File: src/rtl/alert_rx_bank.sv
// Bank of independent differential alert receivers. Each channel synchronises
// its alert rails, runs the handshake FSM, checks rail integrity and drives
// the differential ping and acknowledge back to the sender.
`timescale 1ns/1ps

module alert_rx_bank #(
  parameter int unsigned NumAlerts  = 4,
  parameter int unsigned SyncStages = 2
) (
  input  logic                 clk_i,
  input  logic                 rst_ni,
  input  logic [NumAlerts-1:0] alert_p_i,
  input  logic [NumAlerts-1:0] alert_n_i,
  output logic [NumAlerts-1:0] ack_p_o,
  output logic [NumAlerts-1:0] ack_n_o,
  output logic [NumAlerts-1:0] ping_p_o,
  output logic [NumAlerts-1:0] ping_n_o,
  input  logic [NumAlerts-1:0] ping_req_i,
  output logic [NumAlerts-1:0] alert_o,
  output logic [NumAlerts-1:0] ping_ok_o,
  output logic [NumAlerts-1:0] integ_fail_o
);

  typedef enum logic [1:0] {
    IDLE = 2'b00,
    HS1  = 2'b01,
    HS2  = 2'b10
  } state_e;

  for (genvar k = 0; k < NumAlerts; k++) begin : g_chan
    logic [SyncStages-1:0] sync_p_q;
    logic [SyncStages-1:0] sync_n_q;
    logic                  sp;
    logic                  sn;
    state_e                state_q;
    state_e                state_d;
    logic                  pend_q;
    logic                  pend_d;
    logic                  hs_start;
    logic                  ping_acc;
    logic                  alert_d;
    logic                  ping_ok_d;
    logic                  alert_q;
    logic                  ping_ok_q;
    logic                  integ_q;
    logic                  ack_p_q;
    logic                  ack_n_q;
    logic                  ping_p_q;
    logic                  ping_n_q;

    // Multi-stage synchroniser on both alert rails
    always_ff @(posedge clk_i or negedge rst_ni) begin
      if (!rst_ni) begin
        sync_p_q <= '0;
        sync_n_q <= '0;
      end else begin
        sync_p_q <= {sync_p_q[SyncStages-2:0], alert_p_i[k]};
        sync_n_q <= {sync_n_q[SyncStages-2:0], alert_n_i[k]};
      end
    end

    assign sp = sync_p_q[SyncStages-1];
    assign sn = sync_n_q[SyncStages-1];

    // Handshake next-state, ping bookkeeping and pulse classification
    always_comb begin
      state_d   = state_q;
      pend_d    = pend_q;
      hs_start  = 1'b0;
      alert_d   = 1'b0;
      ping_ok_d = 1'b0;
      ping_acc  = ping_req_i[k] & ~pend_q;
      case (state_q)
        IDLE: begin
          if (sp && !sn) begin
            state_d  = HS1;
            hs_start = 1'b1;
          end
        end
        HS1: begin
          if (sp == sn) begin
            state_d = IDLE;
          end else if (!sp && sn) begin
            state_d = HS2;
          end
        end
        HS2:     state_d = IDLE;
        default: state_d = IDLE;
      endcase
      // Classification uses the flag as it was before this cycle's ping request
      alert_d   = hs_start & ~pend_q;
      ping_ok_d = hs_start & pend_q;
      if (ping_ok_d) begin
        pend_d = 1'b0;
      end else if (ping_acc) begin
        pend_d = 1'b1;
      end
    end

    // State, pending flag and registered outputs
    always_ff @(posedge clk_i or negedge rst_ni) begin
      if (!rst_ni) begin
        state_q   <= IDLE;
        pend_q    <= 1'b0;
        alert_q   <= 1'b0;
        ping_ok_q <= 1'b0;
        integ_q   <= 1'b0;
        ack_p_q   <= 1'b0;
        ack_n_q   <= 1'b1;
        ping_p_q  <= 1'b0;
        ping_n_q  <= 1'b1;
      end else begin
        state_q   <= state_d;
        pend_q    <= pend_d;
        alert_q   <= alert_d;
        ping_ok_q <= ping_ok_d;
        integ_q   <= (sp == sn);
        ack_p_q   <= (state_d == HS1);
        ack_n_q   <= (state_d != HS1);
        ping_p_q  <= ping_p_q ^ ping_acc;
        ping_n_q  <= ping_n_q ^ ping_acc;
      end
    end

    assign alert_o[k]      = alert_q;
    assign ping_ok_o[k]    = ping_ok_q;
    assign integ_fail_o[k] = integ_q;
    assign ack_p_o[k]      = ack_p_q;
    assign ack_n_o[k]      = ack_n_q;
    assign ping_p_o[k]     = ping_p_q;
    assign ping_n_o[k]     = ping_n_q;
  end

endmodule

File: config.mk
export PLATFORM = sky130hd
export DESIGN_NAME = alert_rx_bank
export DESIGN_NICKNAME = d
export VERILOG_FILES = /design/src/rtl/alert_rx_bank.sv
export SDC_FILE = /design/constraint.sdc
export NUM_CORES = 1
export LEC_CHECK = 0
export ABC_AREA = 1
export CAP_MARGIN = 40
export CORE_ASPECT_RATIO = 0.75
export CORE_MARGIN = 8
export CORE_UTILIZATION = 30
export CTS_CLUSTER_SIZE = 14
export DETAILED_ROUTE_END_ITERATION = 16
export HOLD_SLACK_MARGIN = 0.1
export PLACE_DENSITY = 0.61
export SLEW_MARGIN = 10
export SYNTH_ARGS = -nofsm -noshare
export SYNTH_HDL_FRONTEND = slang
export SYNTH_SLANG_ARGS = --single-unit
File: constraint.sdc
create_clock -name clk_i -period 2 [get_ports clk_i]
set_input_delay 0.6 -clock clk_i [delete_from_list [all_inputs] [get_ports clk_i]]
set_output_delay 0.6 -clock clk_i [all_outputs]
set_load 0.005 [all_outputs]
==> metrics.csv, run 1 <==
metric,value,unit
worstMarginPinSlew,0.311,ns
final_cell_mix,"dfrtp_1, clkdlybuf4s50_1, inv_1",
finalWirelength,3040,um
vias,1098,
period_share,96.9,%
crit_buf_inv,1,
drcViolationCount,0,
cts_tree,yes,
drive_above_1_share,11.1,%
cpPeakStageDelay,0.55,ns
clk_pin_slew,0.09,ns
die-area,10200,um^2
cts_setup_buffers,0,
final_common_cell,dfrtp_1,
post_cts_resize_count,0,
max_freq,516,MHz
cap_viol_max_count,0,
h-tree-depth,2,
ys_ff_latch,56,
syn_area,2150,um^2
top_regs,"g_chan.state_q: 8 flops, g_chan.sync_n_q: 8 flops, g_chan.sync_p_q: 8 flops",
ios,42,
first_global_vias,1138,
required,1.40,ns
startpoint_type,register,
synthesis.nets,208,
finalClockSkew,0.00504,ns
drt_pre_antenna_iters,4,
cp_slowest_cell,dfstp_2,
syn-instance-count,186,
clock_latency,0.30,ns
hold_class,input port to async pin,
grt_usage,6.62,%
die-width,114,um
cp_max_fo,2,
overflow,0,
die_h,89.3,um
arrival,1.34,ns
antenna_found_initial,0,
finalCriticalPeriod,1.94,ns
synthArstFlopShare,100,%
holdBufCountCts,0,
seq_area_frac_synth,65.6,%
synth_edf_count,0,
core-area,6860,um^2
clockBufferDepth,2,
finalHoldViolations,0,
yosysUniqueCellTypes,13,
numClockSinks,56,
relSlewSlack,79.2,%
synth_area_per_cell,11.6,um^2
dp_slack,0.379,ns
critPathCaptureType,primary output,
drtAntennaViolNets,0,
status,"complete, no violations",
p_per_area,1030,nW/um^2
finalSetupViolCount,0,
grt_max_degree,57,
critPathKind,register to primary output,
clockRootBuffer,clkbuf_8,
path_cells,clkdlybuf4s50_1,
wl_per_cell,9.92,um
via_per_inst,3.59,
area_growth,19.9,%
yosysWarnings,0,
numPortBuffers,41,
cp_top_family,flip-flops,
synthFlopType,dfrtp_1,
rsz0062_at_grt,false,
nets,229,
gp_congestion,0.701,
fp-row-count,26,
grt_pass1_wl,5280,um
cts_buffers,5,
drv_slew,0,
drtIter0Drc,25,
insertedDiodeCount,0,
tns,0,ns
fin_ws,0.0618,ns
p_leak,1.24,nW
initial_core_util,31.3,%
ir_worst_vdd,0.000476,V
dpl.hpwl,2130,um
==> metrics by stage <==
stage	instances	power (mW)	area (um^2)	util, %	hold WS [ns]
CTS	306	2.72	2580	37.6	0.299
finish	306	2.66	2580	37.6	0.276
global route	306	2.85	2580	37.6	0.305
global placement	298	2.07	2490	36.3	0.333
floorplan	186	1.89	2150	-	0.304
detailed placement	298	2.08	2490	36.3	0.335
==> final timing paths <==
check	cells past startpoint	slack (ns)	to	startpoint
setup / recovery	1	0.06	ping_n_o[0]	g_chan[0].ping_n_q$_DFF_PN1_
hold / removal	2	0.28	g_chan[1].ping_p_q$_DFF_PN0_	rst_ni
setup reg to reg	5	0.89	g_chan[0].ack_p_q$_DFF_PN0_	g_chan[0].sync_p_q[1]$_DFF_PN0_
hold reg to reg	0	0.36	g_chan[0].sync_p_q[1]$_DFF_PN0_	g_chan[0].sync_p_q[0]$_DFF_PN0_
max in group asynchronous	2	1.39	g_chan[3].ack_n_q$_DFF_PN1_	rst_ni
min in group clk_i	0	0.36	g_chan[0].sync_p_q[1]$_DFF_PN0_	g_chan[0].sync_p_q[0]$_DFF_PN0_
==> metal layers <==
layer / vias up / part of all wire (%) / track usage [%]
li1: 565 / - / -
met1: 504 / 45 / 7.86
met2: 27 / 46 / 10.1
met3: 2 / 8.4 / 3.31
met4: 0 / 0.56 / 2.53
met5: - / 0 / 0
==> cell type report <==
class	count	area [um^2]
fillers	685	4290
flip-flops and latches	56	1410
repair buffers	42	425
multi-input cells	72	417
well taps	98	123
inverters	30	113
clock buffers	8	90.1
==> cells by family after synthesis <==
group / synth area share [%]
buffers and inverters: 15.0
flip-flops: 65.6
AND/OR/NAND/NOR: 9.60
AO/OA/AOI/OAI: 1.86
XOR/XNOR: 3.26
adder cells (fa/ha/maj): 4.65
==> Yosys cell counts, types with 4 or more instances <==
master   count  area, um^2
dfrtp_1     48        1200
nor3_1       4        20.0
ha_1         8         100
buf_4       28         210
dfstp_2      8         210
o21ai_0      8        40.0
xnor2_1      8        70.1
inv_1       30         113
nand2_1     16        60.1
nor2_1      19        71.3
nand2_2      7        43.8
==> power breakdown <==
group	internal (mW)	total, mW	switching, mW
Sequential	1.36	1.46	0.100
Clock	0.283	0.618	0.334
Combinational	0.358	0.585	0.227
==> worst reg2reg max path: stages, from the launching register on <==
cell	delay, ns
dfrtp_1	0.35
inv_1	0.05
ha_1	0.32
inv_1	0.06
nand2_1	0.08
o21ai_0	0.18
No activity file was read; power rests on OpenSTA's default activity.
==> run 2, diff against run 1 <==
Settings changed: ABC_AREA 1 to not set.
==> run 2 against run 1 <==
Global-route usage shrank 0.077 points. Hold slack worse by 0.0097 ns. Area after synthesis up 0.35%. Maximum frequency about the same. Final area increased by 0.39%. Critical endpoint is now ping_n_o[1]. Largest cell class unchanged. Largest power group unchanged.
==> metrics.csv, run 2 <==
metric,value,unit
crit_buf_inv,1,
grt_pass1_wl,5130,um
final_common_cell,dfrtp_1,
critPathKind,register to primary output,
clk_pin_slew,0.09,ns
p_per_area,977,nW/um^2
hold_class,input port to async pin,
drive_above_1_share,14.2,%
drtAntennaViolNets,0,
ir_worst_vdd,0.000378,V
synth_edf_count,0,
grt_usage,6.54,%
relSlewSlack,77.5,%
cts_tree,yes,
area_growth,19.9,%
finalClockSkew,0.00255,ns
drt_pre_antenna_iters,4,
synth_area_per_cell,14.0,um^2
multi_input_area,499,um^2
insertedDiodeCount,0,
cp_slowest_cell,dfstp_2,
dpl.hpwl,2140,um
fp-row-count,26,
wl_per_cell,10.8,um
critPathCaptureType,primary output,
status,"complete, no violations",
arrival,1.34,ns
yosys-top-cells-area,"dfrtp_1, buf_4, dfstp_2",
vias,1054,
total_power,2.53,mW
r2r_setup_slack,0.77,ns
synthesis.nets,176,
grt_max_degree,57,
tns,0,ns
clockRootBuffer,clkbuf_8,
clockBufferDepth,2,
ys_ff_latch,56,
numClockSinks,56,
synth_most_common_cell,dfrtp_1,
nets,197,
gp_congestion,0.675,
cap_viol_max_count,0,
finalWirelength,2950,um
via_per_inst,3.85,
drtIter0Drc,13,
yosysWarnings,0,
syn-instance-count,154,
die_h,89.5,um
max_freq,516,MHz
synthArstFlopShare,100,%
cp_top_family,flip-flops,
cts_buffers,5,
p_leak,1.16,nW
path_cells,clkdlybuf4s50_1,
cp_max_fo,2,
finalSetupViolCount,0,
use_met3,3.31,%
die-width,114,um
rsz0062_at_grt,false,
seq_area_frac_synth,65.4,%
required,1.40,ns
fillers,691,
yosysTopAreaCellShare,55.7,%
initial_core_util,31.3,%
period_share,96.8,%
yosysTopAreaCell,dfrtp_1,
synthFlopType,dfrtp_1,
cts_setup_buffers,0,
die-area,10200,um^2
grt_busiest_layer,met2,
startpoint_type,register,
grt_use_met2,10.7,%
ff_latch_area,1410,um^2
drcViolationCount,0,
cpPeakStageDelay,0.54,ns
overflow,0,
antenna_found_initial,0,
first_global_vias,1084,
netlist_top_cells_count,"dfrtp_1, buf_4, inv_1",
final_cell_mix,"dfrtp_1, clkdlybuf4s50_1, inv_1",
clock_latency,0.29,ns
top_regs,"g_chan.state_q: 8 flops, g_chan.sync_n_q: 8 flops, g_chan.sync_p_q: 8 flops",
h-tree-depth,2,
drv_slew,0,
finalHoldViolations,0,
worstMarginPinSlew,0.335,ns
finalCriticalPeriod,1.94,ns
numPortBuffers,41,
syn_area,2160,um^2
ios,42,
core-area,6900,um^2
grt_use_met1,7.08,%
yosysUniqueCellTypes,21,
run 2: changes by cell type in the layout (fill, tap and decap cells not counted), moves of 3 or more:
| cell | delta |
|---|---|
| inv_1 | -20 |
| nand2_1 | -16 |
| nor2_1 | -11 |
| o21ai_0 | -8 |
| nand2_2 | -7 |
| a21oi_1 | +4 |
| and2_1 | +4 |
| and2b_1 | +4 |
| nand2b_1 | +4 |
| nor3_1 | -4 |
| or2_1 | +3 |
run 2: metal layers:
metal,up-vias,part of all wire (%)
met5,-,0
met4,0,1.2
met3,5,8.7
met2,27,48
met1,520,42
li1,502,-
run 2: report_power, final:
group / internal, mW / switching [mW] / total (mW)
registers: 1.33 / 0.0987 / 1.43
clock network: 0.283 / 0.327 / 0.610
logic: 0.334 / 0.158 / 0.491
run 2: final cells by class:
cell class              instances  share of cell area [%]
clock buffers                   8                    3.48
flip-flops and latches         56                    54.5
well taps                      98                    4.74
multi-input cells              60                    19.3
inverters                      10                    1.45
repair buffers                 42                    16.5
run 2: cell families after synthesis:
group           Yosys count  share of synthesized area, %
fa+ha+maj                 8                          4.64
flops                    56                          65.4
compound gates           10                          3.13
buf+inv                  38                          11.5
xor+xnor                  8                          3.25
simple gates             34                          12.1
run 2: final timing paths:
check                                           startpoint                         endpoint  cells after the start
max in group asynchronous                           rst_ni      g_chan[1].ack_n_q$_DFF_PN1_                      2
min in group clk_i         g_chan[0].sync_n_q[0]$_DFF_PN0_  g_chan[0].sync_n_q[1]$_DFF_PN0_                      0
hold / removal                                      rst_ni    g_chan[3].ping_ok_q$_DFF_PN0_                      2
setup reg to reg           g_chan[2].sync_p_q[1]$_DFF_PN0_   g_chan[2].state_q[0]$_DFF_PN0_                      4
setup / recovery              g_chan[1].ping_n_q$_DFF_PN1_                      ping_n_o[1]                      1
hold reg to reg            g_chan[0].sync_n_q[0]$_DFF_PN0_  g_chan[0].sync_n_q[1]$_DFF_PN0_                      0
run 2: stage by stage:
| stage | cell area (um^2) | cells | hold slack (ns) | worst slack (ns) | util [%] |
|---|---|---|---|---|---|
| floorplan | 2160 | 154 | 0.304 | 0.790 | - |
| detailed placement | 2500 | 266 | 0.336 | 0.363 | 36.2 |
| global route | 2590 | 274 | 0.293 | 0.000736 | 37.5 |
| CTS | 2590 | 274 | 0.287 | 0.0154 | 37.5 |
| finish | 2590 | 274 | 0.266 | 0.0634 | 37.5 |
| global placement | 2500 | 266 | 0.332 | 0.380 | 36.2 |
run 2: repair_timing:
action / CTS / global route
endpoints found under the setup margin: 0 / 1
resized for setup: 0 / 1
hold buffers: 0 / 0
